<file path="src/rtl/psum_pkg.sv">
// rtl/psum_pkg.sv - shared widths, FSM states and term extension for the psum accumulator
package psum_pkg;
  localparam int PSUM_W = 18;
  localparam int COL_W  = 9;

  typedef enum logic [1:0] {IDLE, ACCUM, DONE} psum_state_t;

  // One bit wider than a full psum so an unsigned 18-bit term keeps a zero top bit for later replication.
  function automatic logic [PSUM_W:0] psum_extend(input logic [PSUM_W-1:0] value,
                                                   input logic is_col,
                                                   input logic is_signed);
    logic [PSUM_W:0] result;
    if (is_col)
      result = {{(PSUM_W + 1 - COL_W){is_signed & value[COL_W-1]}}, value[COL_W-1:0]};
    else
      result = {is_signed & value[PSUM_W-1], value};
    return result;
  endfunction
endpackage

</file>
<file path="src/rtl/psum_accumulator_if.sv">
// rtl/psum_accumulator_if.sv - psum input stream and result handshake bundle
interface psum_accumulator_if #(parameter int ACC_W = 32);
  import psum_pkg::*;

  logic [PSUM_W-1:0] psum_in;
  logic              psum_valid;
  logic              psum_ready;
  logic [ACC_W-1:0]  out_acc0;
  logic [ACC_W-1:0]  out_acc1;
  logic              out_valid;
  logic              out_ready;

  modport master (
    output psum_in, psum_valid, out_ready,
    input  psum_ready, out_acc0, out_acc1, out_valid
  );

  modport slave (
    input  psum_in, psum_valid, out_ready,
    output psum_ready, out_acc0, out_acc1, out_valid
  );
endinterface

</file>
<file path="src/rtl/psum_accumulator_lane.sv">
// rtl/psum_accumulator_lane.sv - one accumulator lane: term extension plus load/add/hold register
module psum_lane
  import psum_pkg::*;
#(
  parameter int ACC_W = 32
) (
  input  logic              clk,
  input  logic              rst_n,
  input  logic [PSUM_W-1:0] i_data,
  input  logic              i_is_col,
  input  logic              i_sign,
  input  logic              i_zero,
  input  logic              i_load,
  input  logic              i_add,
  output logic [ACC_W-1:0]  o_acc
);
  logic [PSUM_W:0]  w_ext;
  logic [ACC_W-1:0] w_term_raw;
  logic [ACC_W-1:0] w_term;
  logic [ACC_W-1:0] r_acc;

  assign w_ext = psum_extend(i_data, i_is_col, i_sign);

  generate
    if (ACC_W > PSUM_W + 1) begin : g_wide
      assign w_term_raw = {{(ACC_W - PSUM_W - 1){w_ext[PSUM_W]}}, w_ext};
    end else begin : g_narrow
      assign w_term_raw = w_ext[ACC_W-1:0];
    end
  endgenerate

  assign w_term = i_zero ? '0 : w_term_raw;

  always_ff @(posedge clk or negedge rst_n) begin
    if (!rst_n)
      r_acc <= '0;
    else if (i_load)
      r_acc <= w_term;
    else if (i_add)
      r_acc <= r_acc + w_term;
  end

  assign o_acc = r_acc;
endmodule

</file>
<file path="src/rtl/psum_accumulator.sv">
// rtl/psum_accumulator.sv - accumulates acc_len psum terms per result in one or two lanes
module psum_accumulator
  import psum_pkg::*;
#(
  parameter int ACC_W = 32,
  parameter int CNT_W = 8
) (
  input  logic             clk,
  input  logic             rst_n,
  psum_accumulator_if.slave bus,
  input  logic             sign,
  input  logic             split_column,
  input  logic [CNT_W-1:0] acc_len,
  output logic             busy
);
  psum_state_t      r_state;
  logic [CNT_W-1:0] r_count;
  logic [CNT_W-1:0] r_len;
  logic             r_sign;
  logic             r_split;
  logic             r_out_valid;
  logic             r_psum_ready;
  logic             r_busy;

  logic             w_accept;
  logic             w_first;
  logic             w_sign;
  logic             w_split;
  logic [CNT_W-1:0] w_len;
  logic [CNT_W-1:0] w_count_nxt;
  logic [ACC_W-1:0] w_acc0;
  logic [ACC_W-1:0] w_acc1;

  assign w_accept    = bus.psum_valid && r_psum_ready;
  assign w_first     = (r_state == IDLE);
  // The first beat of a run uses the live config; later beats use the copy latched with it.
  assign w_sign      = w_first ? sign : r_sign;
  assign w_split     = w_first ? split_column : r_split;
  assign w_len       = (acc_len == '0) ? CNT_W'(1) : acc_len;
  assign w_count_nxt = r_count + CNT_W'(1);

  always_ff @(posedge clk or negedge rst_n) begin
    if (!rst_n) begin
      r_state      <= IDLE;
      r_count      <= '0;
      r_len        <= '0;
      r_sign       <= 1'b0;
      r_split      <= 1'b0;
      r_out_valid  <= 1'b0;
      r_psum_ready <= 1'b1;
      r_busy       <= 1'b0;
    end else begin
      case (r_state)
        IDLE: begin
          if (w_accept) begin
            r_sign  <= sign;
            r_split <= split_column;
            r_len   <= w_len;
            r_count <= CNT_W'(1);
            r_busy  <= 1'b1;
            if (w_len == CNT_W'(1)) begin
              r_state      <= DONE;
              r_out_valid  <= 1'b1;
              r_psum_ready <= 1'b0;
            end else begin
              r_state <= ACCUM;
            end
          end
        end
        ACCUM: begin
          if (w_accept) begin
            r_count <= w_count_nxt;
            if (w_count_nxt == r_len) begin
              r_state      <= DONE;
              r_out_valid  <= 1'b1;
              r_psum_ready <= 1'b0;
            end
          end
        end
        DONE: begin
          if (bus.out_ready) begin
            r_state      <= IDLE;
            r_out_valid  <= 1'b0;
            r_psum_ready <= 1'b1;
            r_busy       <= 1'b0;
          end
        end
        default: begin
          r_state      <= IDLE;
          r_out_valid  <= 1'b0;
          r_psum_ready <= 1'b1;
          r_busy       <= 1'b0;
        end
      endcase
    end
  end

  psum_lane #(.ACC_W(ACC_W)) u_lane0 (
    .clk      (clk),
    .rst_n    (rst_n),
    .i_data   (bus.psum_in),
    .i_is_col (w_split),
    .i_sign   (w_sign),
    .i_zero   (1'b0),
    .i_load   (w_accept && w_first),
    .i_add    (w_accept && (r_state == ACCUM)),
    .o_acc    (w_acc0)
  );

  psum_lane #(.ACC_W(ACC_W)) u_lane1 (
    .clk      (clk),
    .rst_n    (rst_n),
    .i_data   ({{(PSUM_W - COL_W){1'b0}}, bus.psum_in[PSUM_W-1:COL_W]}),
    .i_is_col (1'b1),
    .i_sign   (w_sign),
    .i_zero   (!w_split),
    .i_load   (w_accept && w_first),
    .i_add    (w_accept && (r_state == ACCUM)),
    .o_acc    (w_acc1)
  );

  assign bus.psum_ready = r_psum_ready;
  assign bus.out_valid  = r_out_valid;
  assign bus.out_acc0   = w_acc0;
  assign bus.out_acc1   = r_split ? w_acc1 : '0;
  assign busy           = r_busy;
endmodule

</file>
<file path="src/flat_wrapper.sv">
// flat-port wrapper written by rule: the top's interface ports become plain ports
module psum_accumulator_flat import psum_pkg::*;
#(
  parameter int ACC_W = 32,
  parameter int CNT_W = 8
)
  (clk, rst_n, sign, split_column, acc_len, busy, bus_psum_in, bus_psum_valid, bus_out_ready, bus_psum_ready, bus_out_acc0, bus_out_acc1, bus_out_valid);
  psum_accumulator_if #(.ACC_W(ACC_W)) bus_i ();
  input  logic clk;
  input  logic rst_n;
  input  logic sign;
  input  logic split_column;
  input  logic [CNT_W-1:0] acc_len;
  output logic busy;
  input wire logic [$bits(bus_i.psum_in)-1:0] bus_psum_in;
  input wire logic [$bits(bus_i.psum_valid)-1:0] bus_psum_valid;
  input wire logic [$bits(bus_i.out_ready)-1:0] bus_out_ready;
  output wire logic [$bits(bus_i.psum_ready)-1:0] bus_psum_ready;
  output wire logic [$bits(bus_i.out_acc0)-1:0] bus_out_acc0;
  output wire logic [$bits(bus_i.out_acc1)-1:0] bus_out_acc1;
  output wire logic [$bits(bus_i.out_valid)-1:0] bus_out_valid;
  assign bus_i.psum_in = bus_psum_in;
  assign bus_i.psum_valid = bus_psum_valid;
  assign bus_i.out_ready = bus_out_ready;
  assign bus_psum_ready = bus_i.psum_ready;
  assign bus_out_acc0 = bus_i.out_acc0;
  assign bus_out_acc1 = bus_i.out_acc1;
  assign bus_out_valid = bus_i.out_valid;
  psum_accumulator #(.ACC_W(ACC_W), .CNT_W(CNT_W)) u_core (.clk(clk), .rst_n(rst_n), .bus(bus_i), .sign(sign), .split_column(split_column), .acc_len(acc_len), .busy(busy));
endmodule
</file>
<file path="config.mk">
export PLATFORM = sky130hd
export DESIGN_NAME = psum_accumulator_flat
export DESIGN_NICKNAME = d
export VERILOG_FILES = /design/src/rtl/psum_pkg.sv /design/src/rtl/psum_accumulator_if.sv /design/src/rtl/psum_accumulator_lane.sv /design/src/rtl/psum_accumulator.sv /design/src/flat_wrapper.sv
export SDC_FILE = /design/constraint.sdc
export NUM_CORES = 1
export LEC_CHECK = 0
export CORE_MARGIN = 2
export CORE_UTILIZATION = 35
export CTS_CLUSTER_SIZE = 25
export DETAILED_ROUTE_END_ITERATION = 6
export PLACE_DENSITY_LB_ADDON = 0.3
export SETUP_SLACK_MARGIN = 0.4
export SLEW_MARGIN = 20
export SYNTH_ARGS = -nofsm -noshare
export SYNTH_HDL_FRONTEND = slang
export SYNTH_SLANG_ARGS = --single-unit
</file>
<file path="constraint.sdc">
create_clock -name clk -period 10.4 [get_ports clk]
set_clock_uncertainty 0.1 [all_clocks]
set_input_delay 1.04 -clock clk [delete_from_list [all_inputs] [get_ports clk]]
set_output_delay 1.04 -clock clk [all_outputs]
set_load 0.02 [all_outputs]
</file>
==> results.md <==
Cells and area:
- The library cells used most frequently in the layout, excluding fill and tap cells, are 110 x nand2_1, 103 x a21oi_1, 97 x clkdlybuf4s50_1.
- After the flow finishes, the layout carries non-filler instances totaling 1277.
- Of the cells placed in the final design, the portion with a size suffix greater than 1 is 5.09%.
- The area used by multi-input combinational logic is 0.00499 mm².
- Compared with the post-synthesis result, the final layout area differs by 20.8%.
- The leading cell type in the layout, fill and taps excluded is nand2_1.
- The number of fillers in the final layout is 2157.
- The number of antenna diodes in the final layout is 0.
- Across the whole layout, storage elements account for 0.00218 mm².
- The final net count is approximately 1.1k.

Yosys:
- The sequential fraction of the synthesis area is between 20% and 30%.
- The area share of the largest cell type after synthesis is 29.2%.
- Yosys mapped a number of flops with a built-in enable equal to 0.
- The synthesized instance count is 919.
- The top flip-flop cell by instance count after synthesis is dfrtp_1.
- Ranked by total cell area, the synthesized netlist is headed by dfrtp_1 29%, ha_1 11%, a21oi_1 7.0%, nand2_1 5.6%, nor2_1 4.4%.
- The mean instance size in the synthesized netlist is 8.02 µm².
- The cell taking the most area after synthesis is dfrtp_1.
- The count of different cell masters after synthesis is 69.
- The number of nets in the synthesized netlist is 1016.
- The number of warnings issued by yosys is 0.
- The fraction of registers with async set or reset after synthesis is 100%.
- The number of synthesized register bits is 87.
- The post-synthesis instance area is 0.00737 mm².

Placed design:
- Port buffering added 98 buffers.
- Routability-driven placement finished with a final weighted congestion of 0.893.
- The half-perimeter wire length after detailed placement is around 15 mm.
- The number of placed instances with taps included is 1264.

Setup path:
- The worst-case reg-to-reg path depth is 15.
- The peak fanout along the critical path is 30.
- The kind of cell with the highest combined delay along the critical path is compound AO/OA/AOI/OAI gates.
- STA puts the critical path data required time at 10.49 ns.
- The slowest stage of the critical path belongs to the cell dfrtp_1.
- The number of cells on the critical path is 15.
- The critical path goes through nor2_2 > mux2_2 > nand2_1 > nor2_2 > buf_4 > ha_1 > a21oi_1 > a21boi_1 > a2111oi_2 > a21oi_1 > a21o_1 > a311oi_2 > a21boi_1 > xnor2_1 > o21ai_1.
- The type of the worst setup path is reg2reg.
- The kind of launch point of the worst setup path is a register.
- The worst setup path is captured at a register.
- The number of buffer and inverter instances along the worst setup path is 1.
- The maximum cell stage delay along the critical path is ~0.90 ns.
- The worst path arrival time is 4.66 ns.

Power:
- The leakage power is 3.95 nW.
- The share of power burned in registers is 21.3%.
- The clock share of power is 10.3%.
- Cell internal power was estimated by the tool at 1.56 mW.
- Power spread over the standard cell area amounts to about 340 mW/mm².
- The total power after layout is between 3 and 4 mW.
- Of the total power, the share spent switching nets is 48.9%.
- Combinational cells account for between 60% and 70% of the total power.
- The analysis attributes to net switching a power of around 1.5 mW.
- The peak ir drop on the vdd network is between 100 and 150 µV.

Global route:
- Across every metal layer, demand over resource in global routing totals 19.0%.
- Summed over all layers, the global routing overflow is 0.
- Entering global routing, the biggest net connects 70 pins.
- The via count of the first global-routing pass is 6625.
- The number of antenna violations at the first check in global routing is 0.
- The first global-routing pass estimated approximately 34 mm of wire.

Outcome:
- The flow ran to the end, and the final reports show no timing, DRC or antenna violations.

Clock tree:
- CTS saw 87 sinks.
- The post-CTS setup buffer count is 0.
- CTS built an H-tree with a depth of 3.
- The CTS tree is done.
- The post-cts hold buffer count is 0.
- The maximum root-to-sink buffer count is 2.
- At the later pin of the worst-skew pair, clock insertion delay measures about 0.35 ns.
- Clock-pin slew was measured on the worst setup and hold paths at 0.06 ns.
- CTS placed an instance of clkbuf_16 at the clock tree root.
- The clock buffer count from CTS is 9.
- The number of gates resized after cts is 0.

Timing:
- For the pin with the worst max-slew slack, the measured transition is 1.12 ns.
- The aggregate negative setup slack is 0 ns.
- The final max-slew violation count is 0.
- Based on the critical path, the design can be clocked at up to 219 MHz.
- Setup violations remaining at the end of the flow were counted as 0.
- The fraction of the cycle the final worst path needs is between 40 and 50%.
- The count of endpoints failing hold in the final timing report is 0.
- Measured against its own limit, the worst slew margin works out to 25.4%.
- For the finished layout, the period the worst path requires is 4.57 ns.
- Setup repair after global routing left no endpoint under its margin.

Hold path:
- The count of cells along the worst hold path is 2.
- In this run the worst hold path is classified as reg2reg.

Flow run:
- The number of max-capacitance violations reported is 0.

Floorplanning:
- The initial utilization of the core area, before any placement, comes to 35.4%.
- The number of I/O pins is 99.
- The die is 149 µm wide.
- The die outline area is 0.0222 mm².
- From bottom edge to top edge, the die measures 149 µm.
- The total area inside the core boundary comes to between 0.02 and 0.025 mm².
- In this run the core area contains 53 standard-cell rows.

Routing:
- The total vias in the final route is approximately 7k.
- The post-detailed-route DRC marker count is 0.
- The final routed wirelength across all metal layers is between 20 and 25 mm.
- After the first detailed-routing iteration, the DRC count stood at 348.
- The via count normalized by instance count is 5.45.
- For this run, the detailed router's first-pass iteration total came to 4.
- In the final routed layout, each cell accounts on average for around 16 µm.
- The count of nets left with antenna violations once routing finished came out at 0.
state kept, by name, summed over array words and instances (netlist names):
name and cells:
u_core.r_sign 1, u_core.r_state 2, u_core.bus.psum_ready 1, u_core.r_len 8, u_core.r_split 1, u_core.u_lane0.o_acc 32, u_core.busy 1, u_core.u_lane1.o_acc 32
u_core.bus.out_valid 1, u_core.r_count 8
kinds of logic after synthesis:
family,after synthesis,share of synthesized area (%)
buffers and inverters,56,2.92
and+or+nand+nor,325,20.6
DFF,87,29.5
AOI/OAI and AO/OA,318,27.4
xor gates and xnor gates,56,6.65
muxes,12,1.65
adders and majority gates,65,11.2
routing by layer:
layer | vias to the layer above | wire length (µm) | global-route usage, %
li1 | 3503 | - | -
met1 | 3287 | 9800 | 25.8
met2 | 155 | 9710 | 31.7
met3 | 20 | 802 | 2.14
met4 | 0 | 379 | 5.95
met5 | - | 0 | 0
metrics by stage:
step	worst slack, ns	cell area (µm²)	utilization [%]	hold WS (ns)
3_5_place_dp	5.50	8630	41.5	0.367
4_1_cts	5.83	8910	42.8	0.384
5_1_grt	5.45	8910	42.8	0.408
3_3_place_gp	5.63	8630	41.5	0.359
6_report	5.83	8910	42.8	0.387
2_1_floorplan	5.80	7370	-	0.345
worst paths after layout:
| path | start | to | slack (ns) |
|---|---|---|---|
| max | u_core.r_state[0] | u_core.u_lane1.o_acc[30] | 5.83 |
| min | u_core.r_sign | u_core.r_sign | 0.39 |
| max reg2reg | u_core.r_state[0] | u_core.u_lane1.o_acc[30] | 5.83 |
| min reg2reg | u_core.r_sign | u_core.r_sign | 0.39 |
| max in group asynchronous | rst_n | u_core.u_lane1.o_acc[14] | 8.63 |
| min in group asynchronous | rst_n | u_core.u_lane0.o_acc[8] | 0.58 |
worst min-delay path: cells and delay by family, from the launching register on:
family | cells | cell delay [ns]
simple gates | 2 | 0.11
flops | 1 | 0.34
power by group through the flow:
stage | Sequential, mW | Combinational (mW) | Clock (mW)
6_report | 0.650 | 2.09 | 0.313
5_1_grt | 0.675 | 2.32 | 0.334
4_1_cts | 0.651 | 2.09 | 0.320
3_5_place_dp | 0.655 | 2.07 | 0
3_3_place_gp | 0.656 | 2.05 | 0
2_1_floorplan | 0.665 | 1.49 | 0
synthesized netlist by cell type, types with 13 or more instances:
master,number
dfrtp_1,86
a21oi_1,103
nand3_1,22
xnor2_1,29
and2_1,47
a21o_1,25
and3_1,13
inv_1,16
clkbuf_1,32
nor2_1,86
ha_1,63
o21ai_0,61
o21ai_1,25
xor2_1,27
nand2_1,110
cell type report:
| class | instances | share of cell area [%] |
|---|---|---|
| clock buffers | 12 | 2.99 |
| clock inverters | 1 | 0.0562 |
| inverters | 19 | 0.801 |
| multi-input cells | 776 | 56.1 |
| flip-flops and latches | 87 | 24.5 |
| well taps | 275 | 3.86 |
| repair buffers | 107 | 11.7 |
Power figures use the tool's default switching activity.
